File: src/rtl/k005297_pgreg_pkg.sv
// Shared definitions for the K005297 multi-channel page register:
// default geometry, ring tap positions, the per-channel control bundle
// and a width helper for select/counter fields.
package k005297_pgreg_pkg;

  // Default page width and channel count
  localparam int PGREG_PW_DEF = 12;
  localparam int NCH_DEF      = 2;

  // Rotation ring length and tap positions
  localparam int ROTN_DEF     = 20;
  localparam int SH_START_DEF = 12;
  localparam int SH_STOP_DEF  = 0;
  localparam int LD_PHASE_DEF = 19;

  // CPU data bus width
  localparam int DIN_W        = 16;

  // Strobes shared by every channel so all shift registers move in lockstep.
  // ld_sr/shift/inc are already qualified by the 2 MHz enable.
  typedef struct packed {
    logic ld_sr;
    logic shift;
    logic inc;
    logic msbf;
    logic recirc;
  } pgsr_ctrl_t;

  // $clog2 that never returns 0, so a single channel or a 1-bit page
  // still gets a usable 1-bit field.
  function automatic int clog2_min1(input int n);
    int r;
    r = $clog2(n);
    return (r < 1) ? 1 : r;
  endfunction

endpackage

File: src/rtl/k005297_pgreg_if.sv
// CPU-side write bus of the page register: a load strobe, the target
// channel and the data word.  The CPU side drives it (master), the page
// register consumes it (slave).
interface k005297_pgreg_if #(
  parameter int NCH = 2
);
  import k005297_pgreg_pkg::*;

  localparam int CSW = clog2_min1(NCH);

  logic             i_PGREG_LD;
  logic [CSW-1:0]   i_CH_SEL;
  logic [DIN_W-1:0] i_DIN;

  modport master (
    output i_PGREG_LD,
    output i_CH_SEL,
    output i_DIN
  );

  modport slave (
    input  i_PGREG_LD,
    input  i_CH_SEL,
    input  i_DIN
  );

endinterface

File: src/rtl/k005297_pgsr_ch.sv
// One bubble channel of the page register: the CPU-visible holding
// register and the shift register that serialises it.  All sequencing
// decisions come from the shared control bundle built at the top level.
module k005297_pgsr_ch
  import k005297_pgreg_pkg::*;
#(
  parameter int PW = PGREG_PW_DEF
) (
  input  logic          i_MCLK,
  input  logic          i_SYS_RST_n,
  input  logic          hreg_ld,
  input  logic [PW-1:0] hreg_din,
  input  pgsr_ctrl_t    ctrl,
  output logic [PW-1:0] hreg,
  output logic          sr_bit
);

  logic [PW-1:0] sr;

  // Next shift-register value for one shift.  Written with whole-vector
  // shifts so a 1-bit page degenerates cleanly into a single flop.
  function automatic logic [PW-1:0] shift_next(input logic [PW-1:0] v,
                                               input logic          msbf,
                                               input logic          recirc);
    logic [PW-1:0] r;
    if (msbf) begin
      r        = v << 1;
      r[0]     = recirc & v[PW-1];
    end else begin
      r        = v >> 1;
      r[PW-1]  = recirc & v[0];
    end
    return r;
  endfunction

  // Holding register: a CPU write always beats the window-close increment.
  always_ff @(posedge i_MCLK or negedge i_SYS_RST_n) begin
    if (!i_SYS_RST_n) begin
      hreg <= '0;
    end else if (hreg_ld) begin
      hreg <= hreg_din;
    end else if (ctrl.inc) begin
      hreg <= hreg + PW'(1);
    end
  end

  // Shift register: shifting owns it during the window, so a parallel
  // load requested then is simply lost.
  always_ff @(posedge i_MCLK or negedge i_SYS_RST_n) begin
    if (!i_SYS_RST_n) begin
      sr <= '0;
    end else if (ctrl.shift) begin
      sr <= shift_next(sr, ctrl.msbf, ctrl.recirc);
    end else if (ctrl.ld_sr) begin
      sr <= hreg;
    end
  end

  // Serial tap follows the current shift direction.
  always_comb begin
    sr_bit = ctrl.msbf ? sr[PW-1] : sr[0];
  end

endmodule

File: src/rtl/k005297_pgreg_mc.sv
// K005297 multi-channel page register.  Keeps one page address per
// bubble channel and, inside a window of the rotating-phase ring, shifts
// every channel out one bit per 2 MHz enable.  The top level owns the
// window flag, the shift counter / done pulse and the channel decode.
module k005297_pgreg_mc
  import k005297_pgreg_pkg::*;
#(
  parameter int PW       = PGREG_PW_DEF,
  parameter int NCH      = NCH_DEF,
  parameter int ROTN     = ROTN_DEF,
  parameter int SH_START = SH_START_DEF,
  parameter int SH_STOP  = SH_STOP_DEF,
  parameter int LD_PHASE = LD_PHASE_DEF
) (
  input  logic              i_MCLK,
  input  logic              i_SYS_RST_n,
  input  logic              i_CLK2M_PCEN_n,
  input  logic [ROTN-1:0]   i_ROT_n,
  k005297_pgreg_if.slave    bus,
  input  logic              i_PGREG_SR_LD_EN,
  input  logic              i_MODE_MSBF,
  input  logic              i_MODE_RECIRC,
  input  logic              i_AUTO_INC,
  output logic              o_PGREG_SR_SHIFT,
  output logic [NCH-1:0]    o_PGREG_SR_BIT,
  output logic [NCH*PW-1:0] o_PGREG_Q,
  output logic              o_PGREG_SR_DONE
);

  localparam int CSW = clog2_min1(NCH);
  localparam int CW  = clog2_min1(PW + 1);

  logic          ce;
  logic          win_set;
  logic          win_clr;
  logic          set_evt;
  logic          ld_phase;
  logic          win_flag;
  logic [CW-1:0] sh_cnt;
  logic          done_q;
  pgsr_ctrl_t    ctrl;

  // Only the ring taps and the low PW data bits matter; the rest of the
  // ring and the upper CPU data bits are intentionally ignored.
  logic unused_ok;
  assign unused_ok = ^{i_ROT_n, bus.i_DIN};

  // Decode the enable and the three ring taps (ring is one-cold).
  always_comb begin
    ce       = ~i_CLK2M_PCEN_n;
    win_set  = ~i_ROT_n[SH_START];
    win_clr  = ~i_ROT_n[SH_STOP];
    set_evt  = win_set & ~win_clr;
    ld_phase = ~i_ROT_n[LD_PHASE];
  end

  // Shift window flag; closing wins when both taps are low together.
  always_ff @(posedge i_MCLK or negedge i_SYS_RST_n) begin
    if (!i_SYS_RST_n) begin
      win_flag <= 1'b0;
    end else if (ce) begin
      if (win_clr) begin
        win_flag <= 1'b0;
      end else if (win_set) begin
        win_flag <= 1'b1;
      end
    end
  end

  // Shift counter: restarts when the window opens, counts shifts and
  // parks at PW so an over-long window keeps shifting silently.
  always_ff @(posedge i_MCLK or negedge i_SYS_RST_n) begin
    if (!i_SYS_RST_n) begin
      sh_cnt <= '0;
    end else if (ce) begin
      if (set_evt) begin
        sh_cnt <= '0;
      end else if (win_flag && (sh_cnt != CW'(PW))) begin
        sh_cnt <= sh_cnt + CW'(1);
      end
    end
  end

  // Done pulse on the shift that takes the counter from PW-1 to PW.
  always_ff @(posedge i_MCLK or negedge i_SYS_RST_n) begin
    if (!i_SYS_RST_n) begin
      done_q <= 1'b0;
    end else begin
      done_q <= ce & win_flag & ~set_evt & (sh_cnt == CW'(PW - 1));
    end
  end

  // Strobes shared by all channels; modes pass straight through so a
  // change mid-window applies from the next shift on.
  always_comb begin
    ctrl        = '0;
    ctrl.shift  = ce & win_flag;
    ctrl.ld_sr  = ce & ~win_flag & i_PGREG_SR_LD_EN & ld_phase;
    ctrl.inc    = ce & win_flag & win_clr & i_AUTO_INC;
    ctrl.msbf   = i_MODE_MSBF;
    ctrl.recirc = i_MODE_RECIRC;
  end

  // One channel slice per bubble channel; out-of-range selects match none.
  for (genvar k = 0; k < NCH; k++) begin : g_ch
    logic hreg_ld;

    assign hreg_ld = bus.i_PGREG_LD && (bus.i_CH_SEL == CSW'(k));

    k005297_pgsr_ch #(
      .PW (PW)
    ) u_ch (
      .i_MCLK      (i_MCLK),
      .i_SYS_RST_n (i_SYS_RST_n),
      .hreg_ld     (hreg_ld),
      .hreg_din    (bus.i_DIN[PW-1:0]),
      .ctrl        (ctrl),
      .hreg        (o_PGREG_Q[k*PW +: PW]),
      .sr_bit      (o_PGREG_SR_BIT[k])
    );
  end

  assign o_PGREG_SR_SHIFT = win_flag;
  assign o_PGREG_SR_DONE  = done_q;

endmodule

File: src/flat_wrapper.sv
// flat-port wrapper written by rule: the top's interface ports become plain ports
module k005297_pgreg_mc_flat import k005297_pgreg_pkg::*;
#(
  parameter int PW       = PGREG_PW_DEF,
  parameter int NCH      = NCH_DEF,
  parameter int ROTN     = ROTN_DEF,
  parameter int SH_START = SH_START_DEF,
  parameter int SH_STOP  = SH_STOP_DEF,
  parameter int LD_PHASE = LD_PHASE_DEF
)
  (i_MCLK, i_SYS_RST_n, i_CLK2M_PCEN_n, i_ROT_n, i_PGREG_SR_LD_EN, i_MODE_MSBF, i_MODE_RECIRC, i_AUTO_INC, o_PGREG_SR_SHIFT, o_PGREG_SR_BIT, o_PGREG_Q, o_PGREG_SR_DONE, bus_i_PGREG_LD, bus_i_CH_SEL, bus_i_DIN);
  k005297_pgreg_if #(.NCH(NCH)) bus_i ();
  input  logic i_MCLK;
  input  logic i_SYS_RST_n;
  input  logic i_CLK2M_PCEN_n;
  input  logic [ROTN-1:0] i_ROT_n;
  input  logic i_PGREG_SR_LD_EN;
  input  logic i_MODE_MSBF;
  input  logic i_MODE_RECIRC;
  input  logic i_AUTO_INC;
  output logic o_PGREG_SR_SHIFT;
  output logic [NCH-1:0] o_PGREG_SR_BIT;
  output logic [NCH*PW-1:0] o_PGREG_Q;
  output logic o_PGREG_SR_DONE;
  input wire logic [$bits(bus_i.i_PGREG_LD)-1:0] bus_i_PGREG_LD;
  input wire logic [$bits(bus_i.i_CH_SEL)-1:0] bus_i_CH_SEL;
  input wire logic [$bits(bus_i.i_DIN)-1:0] bus_i_DIN;
  assign bus_i.i_PGREG_LD = bus_i_PGREG_LD;
  assign bus_i.i_CH_SEL = bus_i_CH_SEL;
  assign bus_i.i_DIN = bus_i_DIN;
  k005297_pgreg_mc #(.PW(PW), .NCH(NCH), .ROTN(ROTN), .SH_START(SH_START), .SH_STOP(SH_STOP), .LD_PHASE(LD_PHASE)) u_core (.i_MCLK(i_MCLK), .i_SYS_RST_n(i_SYS_RST_n), .i_CLK2M_PCEN_n(i_CLK2M_PCEN_n), .i_ROT_n(i_ROT_n), .bus(bus_i), .i_PGREG_SR_LD_EN(i_PGREG_SR_LD_EN), .i_MODE_MSBF(i_MODE_MSBF), .i_MODE_RECIRC(i_MODE_RECIRC), .i_AUTO_INC(i_AUTO_INC), .o_PGREG_SR_SHIFT(o_PGREG_SR_SHIFT), .o_PGREG_SR_BIT(o_PGREG_SR_BIT), .o_PGREG_Q(o_PGREG_Q), .o_PGREG_SR_DONE(o_PGREG_SR_DONE));
endmodule
File: config.mk
export PLATFORM = sky130hd
export DESIGN_NAME = k005297_pgreg_mc_flat
export DESIGN_NICKNAME = d
export VERILOG_FILES = /design/src/rtl/k005297_pgreg_pkg.sv /design/src/rtl/k005297_pgreg_if.sv /design/src/rtl/k005297_pgsr_ch.sv /design/src/rtl/k005297_pgreg_mc.sv /design/src/flat_wrapper.sv
export SDC_FILE = /design/constraint.sdc
export NUM_CORES = 1
export LEC_CHECK = 0
export ABC_AREA = 1
export ABC_CLOCK_PERIOD_IN_PS = 4200
export CORE_MARGIN = 4
export CORE_UTILIZATION = 55
export CTS_CLUSTER_DIAMETER = 30
export DETAILED_ROUTE_END_ITERATION = 16
export PLACE_DENSITY_LB_ADDON = 0.1
export SLEW_MARGIN = 0
export SYNTH_ARGS = -nofsm -noshare
export SYNTH_HDL_FRONTEND = slang
export SYNTH_HIERARCHICAL = 1
export SYNTH_SLANG_ARGS = --single-unit
export TNS_END_PERCENT = 10
File: constraint.sdc
create_clock -name i_MCLK -period 4.2 [get_ports i_MCLK]
set_input_delay 0.84 -clock i_MCLK [delete_from_list [all_inputs] [get_ports i_MCLK]]
set_output_delay 0.84 -clock i_MCLK [all_outputs]
set_load 0.01 [all_outputs]
# Word-level counts from Yosys, hierarchy flattened
# Index checks and enable logic that the tools add are counted.
# op_classes
n_addsub	3
eq_ne	3
mux	16
n_bitwise	20
n_reduce_logical	9
# ops
operator	count
$mux 12	10
$add 12x1->12 const B	2
$and 1x1->1	13
$mux 4	2
$reduce_bool 2->1	4
$not 1->1	7
$add 4x1->4 const B	1
$eq 4x4->1 const B	1
$mux 1	4
$ne 4x4->1 const B	1
$reduce_and 2->1	2
$logic_and 1x1->1	3
$ne 2x2->1 const B	1
# word_totals
regBits	54
inputBits	45

# Logic depth before layout (Yosys ltp)
# depth
depth_word	6
depth_mapped	8
mapped_depth_nobuf	8

# Modules after synthesis
# The synthesis kept the hierarchy.
# modules_own_cells
mod	instances	cells_per_inst	area_per_inst_um2
k005297_pgsr_ch	2	189	1461.4
k005297_pgreg_mc	1	55	394.1

# Least setup slack after synthesis
# Ideal clock, no wire load.
# synth_timing
kind	input-to-output
startpoint	input port i_MODE_MSBF
endpoint	output port o_PGREG_SR_BIT[0]
t_arrival_ps	1449
required_ps	3360
slack_ps	1911
stages	3
path_buffers	2
cell_sequence	buf_2 > clkbuf_2 > o21ai_0
# synth_via
elab_chain_cells	1
# synth_lines
element	line_no	source
from (decl)	flat_wrapper.sv:18	input logic i_MODE_MSBF;
$mux 1	k005297_pgsr_ch.sv:61	sr_bit = ctrl.msbf ? sr[PW-1] : sr[0];
to (decl)	flat_wrapper.sv:22	output logic [NCH-1:0] o_PGREG_SR_BIT;
# No other way between the ends.

# Worst setup path after layout
# layout_timing
startpoint	input port i_MODE_MSBF
endpoint	output port o_PGREG_SR_BIT[1]
# Same word-level chain as after synthesis.

==> out/qor.csv <==
stage;metric;value;unit
setup_path;crit end category;primary output;
yosys;top cell type's share of synthesized area;40.74;%
die;Rows;28;
timing;RSZ-0062 raised after global routing;false;
yosys;Mapped Cells;433;
hold_path;Hold Crit Class;reg2reg;
die;Initial Utilization;56.36;%
die;die area;7338;µm²
pwr;Static Leak;1.779;nW
cts;# clock sinks;54;
timing;Final Setup Violations;0;
cts;Worst-path clk slew;0.10;ns
run;Max Cap Viol;0;
cts;clk_lat worst skew;0.30;ns
detailed_routing;DR pass1 iterations;5;
detailed_routing;Routed Wire Length;8492;µm
setup_path;CP Max Fanout;28;
pwr;PD cells;401.6;nW/µm²
setup_path;Worst R2R Setup Slack;2.26;ns
finish;ant diodes;0;
pwr;Max IR drop VDD;0.0002197;V
die;core area;5886;µm²
cts;hold buffers post-CTS;0;
timing;Final Max Tran Viols;0;
detailed_routing;vias per cell;5.691;
placement;gp weighted congestion;0.8540;
placement;DP Area;3836;µm²
finish;Layout Area Growth over Synthesis;18.86;%
finish;most frequent cells in the layout;nand2_1, inv_1, dfrtp_1, clkdlybuf4s50_1, nand3_1;
yosys;sequential share of the synthesized area;40.74;%
global_routing;first-pass GRT wire length;14420;µm
detailed_routing;antenna-violating nets left;0;
yosys;flops & latches, synth;54;
timing;fmax;0.3424;GHz
global_routing;Total GRT Usage;24.43;%
yosys;synth unique cells;30;
yosys;EDFF count, synth;0;
placement;placed wire-length estimate;6165;µm
yosys;Synth area leaders;dfrtp_1, nand2_1, a22oi_1;
cts;CTS max path bufs;2;
timing;final clock skew;0.007910;ns
yosys;Ys Warns;6;
setup_path;WP data required;3.36;ns
timing;worst-case hold slack;0.5495;ns
detailed_routing;DRC;0;
setup_path;critical path class;in2out;
cts;CTS tree;done;
finish;most common cell after layout, fill and taps aside;nand2_1;
setup_path;nature of the critical path startpoint;input pin;
detailed_routing;Iteration-0 DRC Markers;253;
cts;H-tree levels;2;
placement;Port Buf Inserts;51;
global_routing;initial antenna violation count;0;
finish;layout cells sized above 1;9.603;%
die;die width;85.66;µm
detailed_routing;Avg WL per Cell;15.33;µm
timing;Total Neg Setup Slack;0;ns
die;die extent in y;85.66;µm
pwr;total power;0.001583;W
global_routing;total gr overflow;0;
cts;root buf cell;clkbuf_8;
timing;Worst-Margin Slew;0.8423;ns
yosys;Synth async-reset ratio;100.0;%
timing;Tmin final;2.921;ns
yosys;leading area contributor after synthesis;dfrtp_1;
setup_path;Worst EP arrival;2.08;ns
status;outcome;finished, final reports clean;
cts;Num CTS Buffers;5;
yosys;Syn Nets;482;
global_routing;largest net degree at the start of global routing;38;
timing;Hold Vio Cnt, Final;0;
die;num ports;73;
yosys;cell area after synthesis;3317;µm²
timing;post-route clock period utilization;69.55;%
detailed_routing;via count of the routed design;3153;
yosys;Mean Syn Cell Area;7.660;µm²
timing;Relative slew margins;43.84;%
cts;Resized Gates After CTS;0;
yosys;top_reg_cell synth;dfrtp_1;
finish;post-route design area;3943;µm²
global_routing;vias in the first global route;2998;
cts;setup bufs post-CTS;0;
finish;final net count;527;
-- synth_stat cells (all sizes together), types with 3 or more instances --
| cell | instances |
|---|---|
| nand2 | 85 |
| o21ai | 62 |
| inv | 60 |
| dfrtp | 54 |
| nand3 | 39 |
| a22oi | 36 |
| nor2 | 30 |
| a21oi | 28 |
| buf | 14 |
| nor3 | 5 |
| ha | 4 |
| xor2 | 4 |
| clkinv | 3 |
-- routing by layer --
layer	global-route usage, %	part of all wire (%)
met4	5.899	1.3
met1	35.57	45
met2	38.70	48
met3	3.362	5.5
met5	0	0
-- report_power, final --
| group | total (W) | internal [W] | leakage [nW] | switching [W] |
|---|---|---|---|---|
| logic | 0.000476 | 0.000217 | 1.07 | 0.000259 |
| registers | 0.000762 | 0.000631 | 0.657 | 0.000130 |
| clock network | 0.000346 | 0.000179 | 0.0524 | 0.000167 |
-- worst paths after layout --
kind,startpoint,end,cells after the start
worst max-delay path,i_MODE_MSBF,o_PGREG_SR_BIT[1],4
worst min-delay path,u_core/g_ch[0].u_ch/sr[11],u_core/g_ch[0].u_ch/sr[11],2
worst max register to register,u_core/o_PGREG_SR_SHIFT,u_core/g_ch[0].u_ch/hreg[5],6
worst min register to register,u_core/g_ch[0].u_ch/sr[11],u_core/g_ch[0].u_ch/sr[11],2
max in group asynchronous,i_SYS_RST_n,u_core/g_ch[1].u_ch/sr[5],2
min in group asynchronous,i_SYS_RST_n,u_core/g_ch[0].u_ch/sr[4],1
-- through the flow --
stage	utilization (%)	setup WS, ns	std cells
2_1_floorplan	-	1.911	433
3_3_place_gp	65.18	1.345	546
3_5_place_dp	65.18	1.289	546
4_1_cts	66.99	1.284	554
5_1_grt	66.99	1.146	554
6_report	66.99	1.279	554
-- registers in the layout (all words and copies together) (netlist names) --
name	count
u_core/sh_cnt	4
u_core/g_ch.u_ch/hreg	24
u_core/o_PGREG_SR_DONE	1
u_core/g_ch.u_ch/sr	24
u_core/o_PGREG_SR_SHIFT	1
-- cell families (layout without fill, tap and decap cells) --
group / after synthesis / count (layout) / synth area share, %
simple gates: 164 / 164 / 23.24
compound gates: 126 / 126 / 22.75
buf+inv: 79 / 125 / 10.15
flops: 54 / 54 / 40.74
xor+xnor: 5 / 5 / 1.320
fa+ha+maj: 4 / 4 / 1.509
mux: 1 / 1 / 0.3018
-- worst max-delay path, cell delays in order --
cell,delay [ns]
buf_2,0.40
nand2_1,0.15
o21ai_0,0.12
clkdlybuf4s50_1,0.57
-- area by class of cell --
class | count | area (µm²)
clock buffer | 7 | 76.32
clock inverter | 1 | 30.03
fill | 546 | 1943
inverter | 63 | 239.0
multi-input combinational | 300 | 1629
sequential | 54 | 1351
tap | 75 | 93.84
timing repair buffer | 54 | 523.0
No activity file was read; power rests on OpenSTA's default activity.
